### config.mk
export PLATFORM = sky130hd
export DESIGN_NAME = rgb_decode
export DESIGN_NICKNAME = d
export VERILOG_FILES = /design/src/rtl/rgb_pkg.sv /design/src/rtl/rgb_sync2.sv /design/src/rtl/rgb_decode.sv
export SDC_FILE = /design/constraint.sdc
export NUM_CORES = 1
export LEC_CHECK = 0
export CAP_MARGIN = 20
export CORE_ASPECT_RATIO = 2
export CORE_MARGIN = 2
export CORE_UTILIZATION = 50
export CTS_BUF_LIST = sky130_fd_sc_hd__clkbuf_4
export DETAILED_ROUTE_END_ITERATION = 6
export PLACE_DENSITY = 0.7
export SLEW_MARGIN = 20
export SYNTH_ARGS = -nofsm -noshare
export SYNTH_HDL_FRONTEND = slang
export SYNTH_HIERARCHICAL = 1
export SYNTH_SLANG_ARGS = --single-unit
### constraint.sdc
create_clock -name clk -period 3.4 [get_ports clk]
set_input_delay 0.68 -clock clk [delete_from_list [all_inputs] [get_ports clk]]
set_output_delay 0.68 -clock clk [all_outputs]
set_load 0.02 [all_outputs]
### src/rtl/rgb_pkg.sv
// rtl/rgb_pkg.sv - shared state encoding and default bit timing for the rgb decoder and transmitter
package rgb_pkg;

    typedef enum logic [1:0] {
        ST_SYNC = 2'd0,
        ST_LOW  = 2'd1,
        ST_HIGH = 2'd2
    } rgb_state_t;

    localparam int RGB_T_BIT   = 30;
    localparam int RGB_T_MAX   = 60;
    localparam int RGB_T_LATCH = 2500;

endpackage

### src/rtl/rgb_sync2.sv
// rtl/rgb_sync2.sv - two-flop input synchronizer with one-cycle rise/fall detect
module rgb_sync2 (
    input  logic clk,
    input  logic reset,
    input  logic din,
    output logic din_s,
    output logic rise,
    output logic fall
);

    logic din_m;
    logic din_d;

    always_ff @(posedge clk or negedge reset) begin
        if (!reset) begin
            din_m <= 1'b0;
            din_s <= 1'b0;
            din_d <= 1'b0;
        end else begin
            din_m <= din;
            din_s <= din_m;
            din_d <= din_s;
        end
    end

    assign rise = din_s & ~din_d;
    assign fall = ~din_s & din_d;

endmodule

### src/rtl/rgb_decode.sv
// rtl/rgb_decode.sv - one-wire pulse-width RGB stream decoder with byte, frame-end and error strobes
module rgb_decode
    import rgb_pkg::*;
#(
    parameter int T_BIT   = RGB_T_BIT,
    parameter int T_MAX   = RGB_T_MAX,
    parameter int T_LATCH = RGB_T_LATCH
) (
    input  logic       clk,
    input  logic       reset,
    input  logic       din,
    output logic [7:0] data,
    output logic       valid,
    output logic [7:0] count,
    output logic       endevent,
    output logic       err
);

    localparam int HW = $clog2(T_MAX + 1);
    localparam int LW = $clog2(T_LATCH + 1);

    localparam logic [HW-1:0] HI_ONE  = HW'(T_BIT);
    localparam logic [HW-1:0] HI_MAX  = HW'(T_MAX);
    localparam logic [HW-1:0] HI_INIT = HW'(1);
    localparam logic [LW-1:0] LO_LAT  = LW'(T_LATCH);
    localparam logic [LW-1:0] LO_LATM = LW'(T_LATCH - 1);
    localparam logic [LW-1:0] LO_INIT = LW'(1);

    logic [1:0]    rst_pipe;
    logic          rst_i;
    logic          din_s;
    logic          rise;
    logic          fall;
    rgb_state_t    state;
    logic [HW-1:0] high_cnt;
    logic [LW-1:0] low_cnt;
    logic [2:0]    bit_cnt;
    logic [6:0]    shreg;
    logic          bit_val;

    // Assert asynchronously, release on a clock edge.
    always_ff @(posedge clk or negedge reset) begin
        if (!reset) begin
            rst_pipe <= 2'b00;
        end else begin
            rst_pipe <= {rst_pipe[0], 1'b1};
        end
    end

    assign rst_i = rst_pipe[1];

    rgb_sync2 u_sync (
        .clk   (clk),
        .reset (rst_i),
        .din   (din),
        .din_s (din_s),
        .rise  (rise),
        .fall  (fall)
    );

    // Both counters count synchronized samples of the current level, so the
    // cycle that reveals an edge already counts as the first sample.
    assign bit_val = (high_cnt >= HI_ONE);

    always_ff @(posedge clk or negedge rst_i) begin
        if (!rst_i) begin
            state    <= ST_SYNC;
            high_cnt <= '0;
            low_cnt  <= '0;
            bit_cnt  <= '0;
            shreg    <= '0;
            data     <= '0;
            valid    <= 1'b0;
            count    <= '0;
            endevent <= 1'b0;
            err      <= 1'b0;
        end else begin
            valid    <= 1'b0;
            endevent <= 1'b0;
            err      <= 1'b0;
            if (valid) begin
                count <= count + 8'd1;
            end
            case (state)
                ST_SYNC: begin
                    if (din_s) begin
                        low_cnt <= '0;
                    end else if (low_cnt == LO_LATM) begin
                        low_cnt <= LO_LAT;
                        state   <= ST_LOW;
                    end else begin
                        low_cnt <= low_cnt + 1'b1;
                    end
                end
                ST_LOW: begin
                    if (rise) begin
                        high_cnt <= HI_INIT;
                        state    <= ST_HIGH;
                    end else if (low_cnt != LO_LAT) begin
                        low_cnt <= low_cnt + 1'b1;
                        if (low_cnt == LO_LATM) begin
                            endevent <= 1'b1;
                            err      <= (bit_cnt != 3'd0);
                            count    <= '0;
                            bit_cnt  <= '0;
                            shreg    <= '0;
                        end
                    end
                end
                ST_HIGH: begin
                    if (fall) begin
                        bit_cnt <= bit_cnt + 3'd1;
                        low_cnt <= LO_INIT;
                        state   <= ST_LOW;
                        if (bit_cnt == 3'd7) begin
                            data  <= {shreg, bit_val};
                            valid <= 1'b1;
                            shreg <= '0;
                        end else begin
                            shreg <= {shreg[5:0], bit_val};
                        end
                    end else if (high_cnt == HI_MAX) begin
                        // Pulse too long: drop the byte and resynchronize on a latch.
                        err     <= 1'b1;
                        bit_cnt <= '0;
                        shreg   <= '0;
                        low_cnt <= '0;
                        state   <= ST_SYNC;
                    end else begin
                        high_cnt <= high_cnt + 1'b1;
                    end
                end
                default: begin
                    state <= ST_SYNC;
                end
            endcase
        end
    end

endmodule

==> flow_summary.toml, run 1 <==
[status]
status = "finished clean"

[detailed_routing]
wl_per_cell_um = 15.1
routed-via-count = 1983
routed_wl_mm = 5.25
route.detailed.drc = 0
drt-pass1-iter-count = 5
ant_nets = 0
vias_per_cell = 5.70
first_iter_violations = 30

[synth]
async_reset_ff_share_pct = 100
synth-seq-cells = 54
yosysTopAreaCell = "dfrtp_1"
yosysTopAreaCellShare_pct = 49.0
synthFlopType = "dfrtp_1"
synth_edf_count = 0
avgSynthCellArea_sq_um = 10.4
yosysMostFrequentCell = "dfrtp_1"
syn_area_sq_um = 2760
ys_top_cells_by_count = "54 x dfrtp_1, 28 x nor2_1, 27 x nand2_1"
yosys-top-cells-area = "dfrtp_1 49%, ha_1 5.9%, nor2_1 3.8%"
netlist-cell-type-count = 49
yosys_warnings = 6
ys_seq_area_share_pct = 49.0
postSynthCellCount = 264
syn_nets = 280

[timing]
max_freq_mhz = 424
rsz0062_at_grt = "no"
finalSetupTns_ns = 0
fin_crit_ns = 2.36
max_slew_margin_pct = 46.0
finalCritPeriodShare_pct = 69.3
worstMarginPinSlew_ns = 0.810
setup_viol_count_final = 0
hold_viol = 0
whs_ns = 0.373
finalClockSkew_ns = 0.0168
drv_slew = 0

[worst_setup_path]
crit_type = "flop to flop"
cp-end-kind = "flop"
r2r_slack_ns = 1.04
reg2regPathDepth = 7
arrival_ns = 2.65
start_kind = "flop"
crit_path_max_fanout = 12
r2r_start = "high_cnt[0]$_DFFE_PN0P_"
cp.required_ns = 3.69
worstReg2RegEnd = "low_cnt[7]$_DFFE_PN0P_"

[pwr]
combPwrFrac_pct = 2.8
p_per_area_nw_per_um2 = 342
p_clk_share_pct = 34.7
p_int_uw = 820
p_seq_share_pct = 62.5
ir_worst_vdd_mv = 0.322
switching_share_pct = 22.5
power.total_mw = 1.06
leakage_nw = 1.39
p_sw_uw = 239

[clocking]
htreeDepth = 2
clock-sinks = 54
clk_pin_slew_worst_paths_ns = 0.16
cts-root-buf = "clkbuf_4"
worstSkewPairLatency_ns = 0.38
cts_made_buffers = 5
cts_tree = "yes"
cts_hold_buf = 0
cts-resized-gates = 0
cts_setup_buffers = 0
clockBufferDepth = 2

[global_route]
grt_antenna_before_repair = 0
grt_remaining_overflow = 0
grt.total_usage_pct = 19.4
grt_pass1_wl_mm = 9.33
grt_pass1_vias = 1962
grt_max_degree = 38

[hold_path]
hold_class = "flop to asynchronous set/reset pin"

[run]
maxCapViolCount = 0

[placement]
gp_congestion = 0.831
dpl.hpwl_mm = 4.01
portBuffers = 21

[final_layout]
drive_gt1_share_pct = 12.2
syn_to_final_growth_pct = 12.4
n_antenna_cell = 0
nNetsFinal = 303

[floorplanning]
coreArea_sq_um = 5370
num_rows = 38
start_util_pct = 51.3
die_h_um = 109
die_x_um = 56.5
ioPinCount = 22
die_area_sq_um = 6160
-- through the flow --
stage	setup WS, ns	cells	cell area (sq um)	util (%)
floorplan	1.51	264	2760	-
global placement	1.14	340	3010	56.1
detailed placement	1.04	340	3010	56.1
CTS	1.02	348	3100	57.7
global route	0.802	348	3100	57.7
finish	1.04	348	3100	57.7
-- worst max-delay path, stage by stage (launching register included) --
cell,delay (ns)
dfrtp_1,0.46
inv_1,0.10
ha_1,0.16
nand2_1,0.09
o21ai_2,0.45
nand3_2,0.34
or2_4,0.37
o41ai_2,0.31
-- cell families after synthesis --
group                      count (synthesis)  synth area share (%)
and+or+nand+nor                          106                  21.4
DFF                                       54                  49.0
AOI/OAI and AO/OA                         51                  12.9
buffers and inverters                     19                  3.09
adders and majority gates                 13                  5.90
muxes                                     11                  4.72
xor gates and xnor gates                   9                  2.86
other                                      1                 0.136
-- cell usage in the layout (no fill, tap or decap), drive strengths merged, types with 6 or more instances in the layout --
cell and n:
nand4 7, o21ai 25, nor2 30, clkdlybuf4s50 21
dfrtp 54, nand2 27, ha 13, xor2 6
and3 6, inv 14, mux2 10, nand3 12
-- registers in the layout, indices dropped and copies added (netlist names) --
| signal | cells |
|---|---|
| shreg | 7 |
| data | 8 |
| high_cnt | 6 |
| rst_pipe | 2 |
| err | 1 |
| state | 2 |
| count | 8 |
| bit_cnt | 3 |
| endevent | 1 |
| u_sync/din_d | 1 |
| u_sync/din_s | 1 |
| low_cnt | 12 |
| u_sync/din_m | 1 |
| valid | 1 |
-- power by group through the flow --
stage          registers [mW]  clock network, mW  logic (mW)
2_1_floorplan           0.673                  0      0.0183
6_report                0.662              0.367      0.0297
5_1_grt                 0.665              0.407      0.0336
4_1_cts                 0.663              0.383      0.0304
3_5_place_dp            0.675                  0      0.0301
3_3_place_gp            0.674                  0      0.0295
-- final cells by class --
| class | instances | area [sq um] |
|---|---|---|
| clock buffers | 5 | 37.5 |
| clock inverters | 3 | 47.5 |
| fillers | 482 | 2270 |
| inverters | 13 | 48.8 |
| multi-input cells | 191 | 1320 |
| flip-flops and latches | 54 | 1350 |
| well taps | 60 | 75.1 |
| repair buffers | 22 | 218 |
-- routing by layer --
metal	global-route usage [%]	part of all wire [%]
met1	21.5	38
met2	35.3	55
met3	2.85	2.0
met4	10.0	4.3
met5	0	0
-- worst max path at each step --
stage | endpoint | from | slack [ns]
floorplan | low_cnt[7]$_DFFE_PN0P_ | state[0]$_DFFE_PN0P_ | 1.51
global placement | low_cnt[7]$_DFFE_PN0P_ | state[0]$_DFFE_PN0P_ | 1.14
detailed placement | low_cnt[7]$_DFFE_PN0P_ | state[0]$_DFFE_PN0P_ | 1.04
CTS | low_cnt[7]$_DFFE_PN0P_ | high_cnt[1]$_DFFE_PN0P_ | 1.02
global route | low_cnt[7]$_DFFE_PN0P_ | high_cnt[0]$_DFFE_PN0P_ | 0.80
finish | low_cnt[7]$_DFFE_PN0P_ | high_cnt[0]$_DFFE_PN0P_ | 1.04
(Power assumes the default switching activity.)
==> run 2, diff against run 1 <==
- clock period: 3.4 -> 2.3 ns (I/O delays scaled with it)
==> run 2 against run 1 <==
  * Critical path depth down 1
  * Wire length fell by 1.0%
  * Via count is 1.1% higher
  * First-iteration DRC count grew 93%
  * Global-route usage down 0.41 points
  * Clock power up 45%
  * Core utilization grew 0.37 points
  * Critical endpoint is now low_cnt[0]$_DFFE_PN0P_
  * Largest cell class unchanged
==> flow_summary.toml, run 2 (same netlist as run 1, synthesis figures left out) <==
[floorplanning]
start_util_pct = 51.3
die_area_sq_um = 6160
die_x_um = 56.5
die_h_um = 109
ioPinCount = 22
coreArea_sq_um = 5370
num_rows = 38

[global_route]
grt_max_degree = 27
grt_pass1_vias = 2015
grt_antenna_before_repair = 0
grt.total_usage_pct = 19.0
grt_pass1_wl_mm = 9.05
grt_remaining_overflow = 0

[timing]
finalCritPeriodShare_pct = 91.1
finalSetupTns_ns = 0
rsz0062_at_grt = "no"
worst_slack_ns = 0.205
finalClockSkew_ns = 0.00671
drv_slew = 0
fin_crit_ns = 2.10
setup_viol_count_final = 0
hold_viol = 0
max_freq_mhz = 477
max_slew_margin_pct = 57.6
whs_ns = 0.222
worstMarginPinSlew_ns = 0.631

[clocking]
cts_hold_buf = 0
clk_pin_slew_worst_paths_ns = 0.14
cts-resized-gates = 0
clockBufferDepth = 2
htreeDepth = 2
worstSkewPairLatency_ns = 0.39
clock-sinks = 54
cts_tree = "yes"
cts_made_buffers = 5
cts_setup_buffers = 0
cts-root-buf = "clkbuf_4"

[pwr]
p_per_area_nw_per_um2 = 499
leakage_nw = 1.40
power.total_mw = 1.56
ir_worst_vdd_mv = 0.499

[final_layout]
fin_area_sq_um = 3120
nNetsFinal = 306
syn_to_final_growth_pct = 13.2
top_register = "low_cnt"
largest_reg_flops = 12
final_common_cell = "dfrtp_1"
final_cell_mix = "53 x dfrtp_1, 28 x nor2_1, 27 x nand2_1"
stdcell_count = 351
post-route-util_pct = 58.1
top_regs = "low_cnt: 12 flops, count: 8 flops, data: 8 flops"
n_antenna_cell = 0
drive_gt1_share_pct = 13.1

[placement]
portBuffers = 21
dpl.hpwl_mm = 3.94
gp_congestion = 0.818
dp.cells = 343
pre_cts_ws_ns = 0.236
postPlaceCellArea_sq_um = 3040

[hold_path]
hold_class = "input pin to asynchronous set/reset pin"

[detailed_routing]
ant_nets = 0
vias_per_cell = 5.71
drt-pass1-iter-count = 6
route.detailed.drc = 0
routed_wl_mm = 5.20
first_iter_violations = 58
wl_per_cell_um = 14.8
routed-via-count = 2004

[worst_setup_path]
arrival_ns = 2.42
reg2regPathDepth = 6
endpoint = "low_cnt[0]$_DFFE_PN0P_"
crit_type = "flop to flop"
r2r_slack_ns = 0.20
cp-end-kind = "flop"
r2r_start = "state[0]$_DFFE_PN0P_"
crit_path_max_fanout = 8
cp.required_ns = 2.62
start_kind = "flop"
crit_start = "state[0]$_DFFE_PN0P_"
worstReg2RegEnd = "low_cnt[0]$_DFFE_PN0P_"

[status]
status = "finished clean"

[run]
maxCapViolCount = 0
==> run 2: worst min path at each step <==
stage                                startpoint                    end  slack [ns]  cells past startpoint
final                                     reset  rst_pipe[0]$_DFF_PN0_        0.22                      1
after global routing                      reset  rst_pipe[0]$_DFF_PN0_        0.19                      1
after CTS                                 reset  rst_pipe[0]$_DFF_PN0_        0.20                      1
after detailed placement  rst_pipe[1]$_DFF_PN0_     count[4]$_DFF_PN0_        0.28                      0
after global placement    rst_pipe[1]$_DFF_PN0_     count[4]$_DFF_PN0_        0.28                      0
after floorplan                           reset  rst_pipe[0]$_DFF_PN0_        0.16                      0
==> run 2: final cells by class <==
type | instances | area, sq um
multi-input cells | 191 | 1320
clock buffers | 6 | 45.0
fillers | 490 | 2250
clock inverters | 2 | 37.5
well taps | 60 | 75.1
inverters | 13 | 48.8
flip-flops and latches | 54 | 1350
repair buffers | 25 | 240
==> run 2: critical path, stage by stage (launching register included) <==
cell	delay (ns)
dfrtp_1	0.44
inv_1	0.09
ha_1	0.46
mux2_2	0.44
o21bai_4	0.24
o211ai_1	0.19
a21boi_1	0.18
==> run 2: layer usage <==
layer	part of all wire, %	global-route usage [%]	wire length [um]
met5	0	0	0
met4	5.7	13.4	297
met3	3.3	3.44	171
met2	53	33.1	2760
met1	38	20.3	1980
==> run 2: power by group <==
part | total (mW) | switching, mW | internal [mW]
logic | 0.0498 | 0.0294 | 0.0204
registers | 0.975 | 0.0166 | 0.958
clock network | 0.532 | 0.290 | 0.241
